### src/rtl/rtc_slew_if.sv
// Signal bundle for rtc_slew: ToD load, period/offset control, capture and time outputs.
// slave = the clock block itself, master = whoever drives and observes it.
interface rtc_slew_if #(
   parameter int SEC_W = 48,
   parameter int FNS_W = 8,
   parameter int PF    = 32
);
   logic                  time_ld;
   logic [30+FNS_W-1:0]   time_ns_in;
   logic [SEC_W-1:0]      time_sec_in;
   logic                  period_ld;
   logic [PF+7:0]         period_in;
   logic                  offset_ld;
   logic [31:0]           offset_ns;
   logic                  offset_busy;
   logic                  offset_done;
   logic                  cap_trig;
   logic                  cap_valid;
   logic [30+FNS_W-1:0]   cap_ns;
   logic [SEC_W-1:0]      cap_sec;
   logic [30+FNS_W-1:0]   time_reg_ns;
   logic [SEC_W-1:0]      time_reg_sec;
   logic [31:0]           time_ptp_ns;
   logic [SEC_W-1:0]      time_ptp_sec;
   logic                  time_one_pps;
   logic                  slew_state;

   modport slave (
      input  time_ld, time_ns_in, time_sec_in, period_ld, period_in,
             offset_ld, offset_ns, cap_trig,
      output offset_busy, offset_done, cap_valid, cap_ns, cap_sec,
             time_reg_ns, time_reg_sec, time_ptp_ns, time_ptp_sec,
             time_one_pps, slew_state
   );

   modport master (
      output time_ld, time_ns_in, time_sec_in, period_ld, period_in,
             offset_ld, offset_ns, cap_trig,
      input  offset_busy, offset_done, cap_valid, cap_ns, cap_sec,
             time_reg_ns, time_reg_sec, time_ptp_ns, time_ptp_sec,
             time_one_pps, slew_state
   );
endinterface

### src/rtl/rtc_slew.sv
// Time-of-day counter: fractional-ns period accumulation with delta-sigma residual,
// bounded-rate offset slewing, timestamp capture and a one-PPS pulse on second rollover.
module rtc_slew #(
   parameter int SEC_W   = 48,
   parameter int FNS_W   = 8,
   parameter int PF      = 32,
   parameter int SLEW_NS = 4,
   parameter int PPS_W   = 4,
   parameter logic [PF+7:0] PERIOD_RST = {8'd8, {PF{1'b0}}}
) (
   input  logic clk,
   input  logic rst,
   rtc_slew_if.slave bus
);
   localparam int NS_W = 30 + FNS_W;
   localparam int RW   = PF - FNS_W;
   localparam int SW   = 8 + FNS_W;
   localparam int AW   = NS_W + 2;
   localparam int PW   = $clog2(PPS_W + 1);
   localparam logic [AW-1:0] NS_MOD = AW'(64'd1000000000 << FNS_W);
   localparam logic signed [31:0] SLEW_MAX = 32'(SLEW_NS);

   typedef enum logic {IDLE = 1'b0, SLEW = 1'b1} state_t;

   state_t            state_q, state_d;
   logic signed [31:0] rem_q, rem_d;
   logic              done_q, done_d;
   logic signed [31:0] slew_s;

   logic [PF+7:0]     period_q;
   logic [RW-1:0]     resid_q;
   logic [NS_W-1:0]   ns_q;
   logic [SEC_W-1:0]  sec_q;
   logic              cap_valid_q;
   logic [NS_W-1:0]   cap_ns_q;
   logic [SEC_W-1:0]  cap_sec_q;
   logic [PW-1:0]     pps_cnt_q;

   logic [RW:0]       resid_sum;
   logic [SW-1:0]     step;
   logic [AW-1:0]     ns_sum;
   logic [AW-1:0]     ns_wrap;
   logic              rollover;

   // Residual carry adds one fine-ns LSB so the long-run rate matches the full period word.
   assign resid_sum = {1'b0, resid_q} + {1'b0, period_q[RW-1:0]};
   assign step      = period_q[PF+7:RW] + SW'(resid_sum[RW]);
   assign ns_sum    = {2'b00, ns_q} + AW'(step)
                    + ({{(AW-32){slew_s[31]}}, slew_s} << FNS_W);
   assign rollover  = (ns_sum >= NS_MOD) && !bus.time_ld;
   assign ns_wrap   = (ns_sum >= NS_MOD) ? (ns_sum - NS_MOD) : ns_sum;

   always_comb begin
      state_d = state_q;
      rem_d   = rem_q;
      done_d  = 1'b0;
      slew_s  = '0;
      if (state_q == SLEW) begin
         if (rem_q > SLEW_MAX)       slew_s = SLEW_MAX;
         else if (rem_q < -SLEW_MAX) slew_s = -SLEW_MAX;
         else                        slew_s = rem_q;
         rem_d = rem_q - slew_s;
         if (rem_d == 32'sd0) begin
            state_d = IDLE;
            done_d  = 1'b1;
         end
      end
      // A new offset supersedes whatever is left of the current one.
      if (bus.offset_ld) begin
         rem_d = $signed(bus.offset_ns);
         if (bus.offset_ns != 32'd0) begin
            state_d = SLEW;
            done_d  = 1'b0;
         end else begin
            state_d = IDLE;
            done_d  = 1'b1;
         end
      end
      if (bus.time_ld) begin
         state_d = IDLE;
         rem_d   = '0;
         done_d  = 1'b0;
      end
   end

   always_ff @(posedge clk or posedge rst) begin
      if (rst) begin
         state_q <= IDLE;
         rem_q   <= '0;
         done_q  <= 1'b0;
      end else begin
         state_q <= state_d;
         rem_q   <= rem_d;
         done_q  <= done_d;
      end
   end

   always_ff @(posedge clk or posedge rst) begin
      if (rst) begin
         period_q    <= PERIOD_RST;
         resid_q     <= '0;
         ns_q        <= '0;
         sec_q       <= '0;
         cap_valid_q <= 1'b0;
         cap_ns_q    <= '0;
         cap_sec_q   <= '0;
         pps_cnt_q   <= '0;
      end else begin
         if (bus.period_ld) period_q <= bus.period_in;
         if (bus.time_ld) begin
            ns_q    <= bus.time_ns_in;
            sec_q   <= bus.time_sec_in;
            resid_q <= '0;
         end else begin
            ns_q    <= ns_wrap[NS_W-1:0];
            resid_q <= resid_sum[RW-1:0];
            if (rollover) sec_q <= sec_q + SEC_W'(1);
         end
         cap_valid_q <= bus.cap_trig;
         if (bus.cap_trig) begin
            cap_ns_q  <= ns_q;
            cap_sec_q <= sec_q;
         end
         if (rollover)               pps_cnt_q <= PW'(PPS_W);
         else if (pps_cnt_q != '0)   pps_cnt_q <= pps_cnt_q - PW'(1);
      end
   end

   assign bus.offset_busy  = (state_q == SLEW);
   assign bus.offset_done  = done_q;
   assign bus.slew_state   = state_q;
   assign bus.cap_valid    = cap_valid_q;
   assign bus.cap_ns       = cap_ns_q;
   assign bus.cap_sec      = cap_sec_q;
   assign bus.time_reg_ns  = ns_q;
   assign bus.time_reg_sec = sec_q;
   assign bus.time_ptp_ns  = {2'b00, ns_q[NS_W-1:FNS_W]};
   assign bus.time_ptp_sec = sec_q;
   assign bus.time_one_pps = (pps_cnt_q != '0);
endmodule

### src/flat_wrapper.sv
// flat-port wrapper written by rule: the top's interface ports become plain ports
module rtc_slew_flat 
#(
   parameter int SEC_W   = 48,
   parameter int FNS_W   = 8,
   parameter int PF      = 32,
   parameter int SLEW_NS = 4,
   parameter int PPS_W   = 4,
   parameter logic [PF+7:0] PERIOD_RST = {8'd8, {PF{1'b0}}}
)
  (clk, rst, bus_time_ld, bus_time_ns_in, bus_time_sec_in, bus_period_ld, bus_period_in, bus_offset_ld, bus_offset_ns, bus_cap_trig, bus_offset_busy, bus_offset_done, bus_cap_valid, bus_cap_ns, bus_cap_sec, bus_time_reg_ns, bus_time_reg_sec, bus_time_ptp_ns, bus_time_ptp_sec, bus_time_one_pps, bus_slew_state);
  rtc_slew_if #(.SEC_W(SEC_W), .FNS_W(FNS_W), .PF(PF)) bus_i ();
  input  logic clk;
  input  logic rst;
  input wire logic [$bits(bus_i.time_ld)-1:0] bus_time_ld;
  input wire logic [$bits(bus_i.time_ns_in)-1:0] bus_time_ns_in;
  input wire logic [$bits(bus_i.time_sec_in)-1:0] bus_time_sec_in;
  input wire logic [$bits(bus_i.period_ld)-1:0] bus_period_ld;
  input wire logic [$bits(bus_i.period_in)-1:0] bus_period_in;
  input wire logic [$bits(bus_i.offset_ld)-1:0] bus_offset_ld;
  input wire logic [$bits(bus_i.offset_ns)-1:0] bus_offset_ns;
  input wire logic [$bits(bus_i.cap_trig)-1:0] bus_cap_trig;
  output wire logic [$bits(bus_i.offset_busy)-1:0] bus_offset_busy;
  output wire logic [$bits(bus_i.offset_done)-1:0] bus_offset_done;
  output wire logic [$bits(bus_i.cap_valid)-1:0] bus_cap_valid;
  output wire logic [$bits(bus_i.cap_ns)-1:0] bus_cap_ns;
  output wire logic [$bits(bus_i.cap_sec)-1:0] bus_cap_sec;
  output wire logic [$bits(bus_i.time_reg_ns)-1:0] bus_time_reg_ns;
  output wire logic [$bits(bus_i.time_reg_sec)-1:0] bus_time_reg_sec;
  output wire logic [$bits(bus_i.time_ptp_ns)-1:0] bus_time_ptp_ns;
  output wire logic [$bits(bus_i.time_ptp_sec)-1:0] bus_time_ptp_sec;
  output wire logic [$bits(bus_i.time_one_pps)-1:0] bus_time_one_pps;
  output wire logic [$bits(bus_i.slew_state)-1:0] bus_slew_state;
  assign bus_i.time_ld = bus_time_ld;
  assign bus_i.time_ns_in = bus_time_ns_in;
  assign bus_i.time_sec_in = bus_time_sec_in;
  assign bus_i.period_ld = bus_period_ld;
  assign bus_i.period_in = bus_period_in;
  assign bus_i.offset_ld = bus_offset_ld;
  assign bus_i.offset_ns = bus_offset_ns;
  assign bus_i.cap_trig = bus_cap_trig;
  assign bus_offset_busy = bus_i.offset_busy;
  assign bus_offset_done = bus_i.offset_done;
  assign bus_cap_valid = bus_i.cap_valid;
  assign bus_cap_ns = bus_i.cap_ns;
  assign bus_cap_sec = bus_i.cap_sec;
  assign bus_time_reg_ns = bus_i.time_reg_ns;
  assign bus_time_reg_sec = bus_i.time_reg_sec;
  assign bus_time_ptp_ns = bus_i.time_ptp_ns;
  assign bus_time_ptp_sec = bus_i.time_ptp_sec;
  assign bus_time_one_pps = bus_i.time_one_pps;
  assign bus_slew_state = bus_i.slew_state;
  rtc_slew #(.SEC_W(SEC_W), .FNS_W(FNS_W), .PF(PF), .SLEW_NS(SLEW_NS), .PPS_W(PPS_W), .PERIOD_RST(PERIOD_RST)) u_core (.clk(clk), .rst(rst), .bus(bus_i));
endmodule
### config.mk
export PLATFORM = sky130hd
export DESIGN_NAME = rtc_slew_flat
export DESIGN_NICKNAME = d
export VERILOG_FILES = /design/src/rtl/rtc_slew_if.sv /design/src/rtl/rtc_slew.sv /design/src/flat_wrapper.sv
export SDC_FILE = /design/constraint.sdc
export NUM_CORES = 1
export LEC_CHECK = 0
export BUFFER_PORTS_ARGS = -buffer_cell sky130_fd_sc_hd__buf_2
export CAP_MARGIN = 30
export CORE_MARGIN = 2
export CORE_UTILIZATION = 50
export DETAILED_ROUTE_END_ITERATION = 10
export GPL_ROUTABILITY_DRIVEN = 0
export GPL_TIMING_DRIVEN = 0
export PLACE_DENSITY = 0.78
export SLEW_MARGIN = 30
export SYNTH_ARGS = -nofsm -noshare
export SYNTH_HDL_FRONTEND = slang
export SYNTH_SLANG_ARGS = --single-unit
### constraint.sdc
create_clock -name clk -period 8.2 [get_ports clk]
set_clock_uncertainty 0.1 [all_clocks]
set_input_delay 0 -clock clk [delete_from_list [all_inputs] [get_ports clk]]
set_output_delay 0 -clock clk [all_outputs]
set_load 0.005 [all_outputs]
After elaboration in Yosys (flattened, before gate mapping)
Index checks and enable logic that the tools add are counted.
{"block": "op_classes", "order_cmp": 3, "bitwise_logic": 0, "mux": 24, "reduce_logical": 8, "mul": 0, "n_shift": 0, "eq_ne": 0, "n_addsub": 8, "div": 0}
{"cell": "2-to-1 mux 32 bit", "count": 7}
{"cell": "2-to-1 mux 48 bit", "count": 2}
{"cell": "2-to-1 mux 38 bit", "count": 2}
{"cell": "adder 48 x 1 -> 48 bit (second input constant)", "count": 1}
{"cell": "adder 39 x 40 -> 40 bit", "count": 1}
{"cell": "greater-or-equal comparator 40 x 38 -> 1 bit (second input constant)", "count": 1}
{"cell": "adder 38 x 16 -> 39 bit", "count": 1}
{"cell": "subtractor 38 bit (second input constant)", "count": 1}
{"cell": "> comparator 32 x 4 -> 1 bit (second input constant)", "count": 1}
{"cell": "logical NOT 32 bit", "count": 1}
{"cell": "less-than comparator 32 x 3 -> 1 bit (second input constant)", "count": 1}
{"cell": "nonzero test 32 bit", "count": 1}
{"cell": "subtractor 32 bit", "count": 1}
{"cell": "adder 24 x 24 -> 25 bit", "count": 1}
{"cell": "2-to-1 mux 24 bit", "count": 1}
{"cell": "adder 16 x 1 -> 16 bit", "count": 1}
{"cell": "2-to-1 mux 1 bit", "count": 10}
{"cell": "2-to-1 mux 3 bit", "count": 2}
{"cell": "nonzero test 3 bit", "count": 2}
{"cell": "nonzero test 2 bit", "count": 2}
{"cell": "subtractor 3 x 1 -> 3 bit (second input constant)", "count": 1}
{"cell": "logical AND 1 bit", "count": 1}
{"cell": "logical NOT 1 bit", "count": 1}
{"block": "word_totals", "output_inout_bits": 257, "register_bits": 274, "ram_bits": 0, "word_cells": 54, "memories": 0, "latch_bits": 0, "in_bits": 164, "romBits": 0}

Logic depth before layout (Yosys ltp)
{"block": "depth", "word_depth": 10, "mapped_depth": 44, "ltp_nobuf": 42}

Worst setup path after synthesis
Ideal clock, no wire load.
{"block": "synth_path", "path_kind": "register to register", "start": "register u_core.period_q[0]", "end": "register u_core.sec_q[42] (netlist: u_core.bus.time_ptp_sec[42])", "stages_incl_launch_ff": 44, "required_time_ps": 7975, "synth_period_minus_slack_ps": 7900, "slack_ps": 300, "path_buffers": 3, "setup_ps": 125, "arrival_ps": 7675, "path_cell_list": "dfrtp_1 ha_1 inv_1 fa_1 nor2b_1 o21ai_0 a21boi_0 o21ai_0 a21boi_0 o21a_1 o2111ai_1 a31oi_1 a41oi_1 nand2b_1 a21oi_1 o21ai_0 a21o_1 ha_1 [... 8 more ...] inv_1 ha_1 buf_2 nand4_1 o211ai_1 a31oi_4 a2111oi_2 a211oi_2 a21o_1 o211a_1 or3_1 and3_1 buf_2 o21a_1 buf_4 nor3_1 xor2_1 mux2_2"}
{"block": "synth_via", "elab_chain_cells": 7}
{"item": "from (decl)", "line": "rtc_slew.sv:30", "text": "logic [PF+7:0] period_q;"}
{"item": "from (signal assigned)", "line": "rtc_slew.sv:109", "text": "if (bus.period_ld) period_q <= bus.period_in;"}
{"item": "adder 24 x 24 -> 25 bit", "line": "rtc_slew.sv:46", "text": "assign resid_sum = {1'b0, resid_q} + {1'b0, period_q[RW-1:0]};"}
{"item": "adder 16 x 1 -> 16 bit", "line": "rtc_slew.sv:47", "text": "assign step = period_q[PF+7:RW] + SW'(resid_sum[RW]);"}
{"item": "adder 38 x 16 -> 39 bit", "line": "rtc_slew.sv:48", "text": "assign ns_sum = {2'b00, ns_q} + AW'(step)"}
{"item": "adder 39 x 40 -> 40 bit", "line": "rtc_slew.sv:49", "text": "+ ({{(AW-32){slew_s[31]}}, slew_s} << FNS_W);"}
{"item": "greater-or-equal comparator 40 x 38 -> 1 bit", "line": "rtc_slew.sv:50", "text": "assign rollover = (ns_sum >= NS_MOD) && !bus.time_ld;"}
{"item": "logical AND 1 bit", "line": "rtc_slew.sv:50"}
{"item": "nonzero test 2 bit (no line)"}
{"item": "to (signal assigned)", "line": "rtc_slew.sv:112", "text": "sec_q <= bus.time_sec_in;"}
{"item": "to (signal assigned)", "line": "rtc_slew.sv:117", "text": "if (rollover) sec_q <= sec_q + SEC_W'(1);"}
{"item": "to (decl)", "line": "rtc_slew.sv:33", "text": "logic [SEC_W-1:0] sec_q;"}
No other way between the ends.
A chain may end at the register's enable or synchronous reset.

Final worst setup path
{"block": "layout_path", "start": "register u_core.period_q[0]", "end": "register u_core.sec_q[30] (netlist: u_core.bus.time_ptp_sec[30])"}
The elaborated chain is that of the path after synthesis.

==> impl_metrics.json <==
{
  "achievable-frequency_mhz": 116,
  "grt_pass1_vias": 18800,
  "holdCritPathClass": "primary input to flop",
  "setup_viol": 70,
  "cts.clk_slew.worst_paths_ns": 0.06,
  "final_hold_viol_count": 0,
  "insertion_delay_ns": 0.55,
  "vias": 18700,
  "async_flop_share": 1.00,
  "synth_edf_count": 0,
  "wl_per_cell_um": 21.6,
  "whs_endpoint": "u_core.bus.cap_valid$_DFF_PP0_",
  "period_share": 1.05,
  "tightest_slew_ns": 1.09,
  "synthFlopType": "dfrtp_1",
  "io_pins": 421,
  "synth-seq-cells": 274,
  "io_buffers": 416,
  "worstHoldPathCells": 2,
  "overflow": 0,
  "rsz0062_at_grt": "true",
  "syn_area_um2": 18600,
  "place_hpwl_um": 45600,
  "required_ns": 8.51,
  "outcome": "finished, violations left",
  "failed_checks": "setup timing",
  "worstPathMaxFanout": 6,
  "layout-drive-gt1-share": 0.351,
  "initial_core_util": 0.507,
  "cts_tree": "yes",
  "viasPerCell": 5.95,
  "yosys_warnings": 0,
  "synthTopCellsByCount": "dfrtp_1 (273), nor2_1 (161), mux2_2 (148), nand2_1 (138), o21ai_0 (131)",
  "r2r-end": "u_core.bus.time_ptp_sec[30]$_DFFE_PP0P_",
  "instances_no_fill": 3151,
  "cp-end-kind": "flop",
  "setup_ws_ns": -0.417,
  "power.leakage_nw": 12.3,
  "dr.pass1.iters": 6,
  "postSynthAreaPerCell_um2": 9.51,
  "wl_um": 68000,
  "arrival_ns": 8.92,
  "r2r-start": "u_core.period_q[0]$_DFFE_PP0P_",
  "yosys.area.top_type_share": 0.368,
  "drc": 0,
  "irDropWorstVdd_mv": 0.197,
  "synth_cell_types": 80,
  "cts_buffer_depth": 3,
  "synthCells": 1954,
  "slew_viol_final": 0,
  "synth_top_cell_by_area": "dfrtp_1",
  "antenna_left": 0,
  "total_power_mw": 6.97,
  "crit_type": "flop to flop",
  "die_height_um": 197,
  "hold_slack_ns": 0.0471,
  "critPathLaunchType": "flop",
  "hp-start": "bus_cap_trig",
  "period_needed_ns": 8.62,
  "r2r_cells": 43,
  "die_w_um": 197,
  "grt_max_degree": 87,
  "die-area_um2": 38700,
  "critPathMaxStageDelay_ns": 0.57,
  "synth-seq-area-share": 0.369,
  "cts_made_buffers": 34,
  "relSlewSlack": 0.272,
  "cts.sinks": 274,
  "critical-path-slowest-cell": "fa_1",
  "yosys.cell_count.top_type": "dfrtp_1",
  "synthTopCellsByArea": "dfrtp_1 (37%), mux2_2 (9.0%), ha_1 (8.8%), xor2_1 (3.7%), o21ai_0 (3.5%)",
  "drt_iter0_markers": 1423,
  "grtUsageTotal": 0.335,
  "fin_nets": 2958,
  "drv_cap": 0,
  "h-tree-depth": 2,
  "r2r_slack_ns": -0.42,
  "rows": 70,
  "grt_pass1_wl_um": 102000,
  "antenna_found_initial": 5,
  "area_growth_pct": 39.9,
  "place_ws_ns": -1.47,
  "cts_root_buf": "clkbuf_16",
  "place_inst": 2842,
  "core-area_um2": 36600,
  "power_density_nw_per_um2": 268
}
==> worst max path at each step <==
stage                                              start                                       to  slack (ns)
final                     u_core.period_q[0]$_DFFE_PP0P_  u_core.bus.time_ptp_sec[30]$_DFFE_PP0P_       -0.42
after global routing      u_core.period_q[0]$_DFFE_PP0P_  u_core.bus.time_ptp_sec[30]$_DFFE_PP0P_       -0.77
after CTS                 u_core.period_q[0]$_DFFE_PP0P_  u_core.bus.time_ptp_sec[46]$_DFFE_PP0P_       -0.25
after detailed placement  u_core.period_q[0]$_DFFE_PP0P_  u_core.bus.time_ptp_sec[47]$_DFFE_PP0P_       -1.47
after global placement                               rst             u_core.rem_q[21]$_DFFE_PP0P_       -2.71
after floorplan           u_core.period_q[0]$_DFFE_PP0P_  u_core.bus.time_ptp_sec[42]$_DFFE_PP0P_        0.30
==> routing by layer <==
metal	track usage	wire length, µm
met1	0.406	25900
met2	0.576	33100
met3	0.0563	5500
met4	0.173	3520
met5	0	0
==> worst max-delay path: cells and delay by family, from the launching register on <==
family                     cells  cell delay [ns]
AOI/OAI and AO/OA             18             3.22
xor gates and xnor gates       3             0.86
DFF                            1             0.35
and+or+nand+nor               10             1.48
adders and majority gates      6             1.72
buffers and inverters          6             0.70
==> power breakdown <==
| group | switching, mW | total, mW | internal, mW |
|---|---|---|---|
| combinational | 1.74 | 3.37 | 1.63 |
| clock | 0.646 | 1.66 | 1.01 |
| sequential | 0.302 | 1.95 | 1.64 |
| total | 2.69 | 6.97 | 4.28 |
==> through the flow <==
stage | util | area, µm² | setup TNS (ns)
CTS | 0.687 | 25100 | -10.45
finish | 0.710 | 26000 | -14.91
floorplan | - | 18600 | 0
global placement | 0.580 | 21200 | -806.08
global route | 0.710 | 26000 | -42.44
detailed placement | 0.583 | 21300 | -89.70
==> state kept, by name (all words and copies together), names as in the netlist <==
| signal | flops |
|---|---|
| u_core.bus.cap_sec | 48 |
| u_core.bus.time_ptp_sec | 48 |
| u_core.period_q | 40 |
| u_core.bus.cap_ns | 38 |
| u_core.bus.time_reg_ns | 38 |
| u_core.rem_q | 32 |
| u_core.resid_q | 24 |
| u_core.pps_cnt_q | 3 |
| u_core.bus.cap_valid | 1 |
| u_core.bus.offset_busy | 1 |
| u_core.bus.offset_done | 1 |
==> area by class of cell <==
cell class / count / area, µm²
inverter: 67 / 259
clock inverter: 17 / 248
timing repair buffer: 665 / 4630
tap: 468 / 586
antenna: 5 / 12.5
buffer: 159 / 1010
clock buffer: 44 / 950
fill: 2564 / 10600
sequential: 274 / 6860
multi-input combinational: 1452 / 11400
==> layout by cell type (no fill, tap or decap), types with 15 or more instances in the layout <==
cell           synthesis  routed
a21o_1                46      44
nor4_1                21      21
clkbuf_1              47      51
nor2_1               161     146
xnor2_1               67      53
dlygate4sd3_1          0     179
ha_1                 130     120
buf_4                 85     129
clkbuf_16              0      40
nor2b_1               17      15
mux2_2               148     139
and3_1                37      36
buf_1                 22      21
dfrtp_1              273     273
o21ai_0              131      91
inv_1                 67      62
xor2_1                78      72
a21oi_1              107      99
nor3_1                30      24
o21ai_1               12      48
o21a_1                16      15
buf_2                  6     419
nand4_1               54      54
nand3_1               38      29
mux2i_1               19      18
nand2_1              138     132
==> timing repair <==
item / in CTS / in global routing
buffers inserted: 37 / 25
endpoints found under the hold margin: 435 / 0
hold buffers: 179 / 0
gates resized for setup: 132 / 119
gates cloned: 1 / 5
pin swaps: 54 / 65
setup endpoints to repair: 72 / 72
==> cells by family (layout without fill, tap and decap cells) <==
group / Yosys count / count (layout) / share of synthesized area
other: 1 / 7 / 0.000202
adder cells (fa/ha/maj): 141 / 141 / 0.0994
AND/OR/NAND/NOR: 563 / 563 / 0.148
buffers and inverters: 229 / 952 / 0.0647
AO/OA/AOI/OAI: 434 / 434 / 0.150
XOR/XNOR: 145 / 145 / 0.0684
multiplexers: 167 / 167 / 0.100
flip-flops: 274 / 274 / 0.369
No activity file was read; power rests on OpenSTA's default activity.
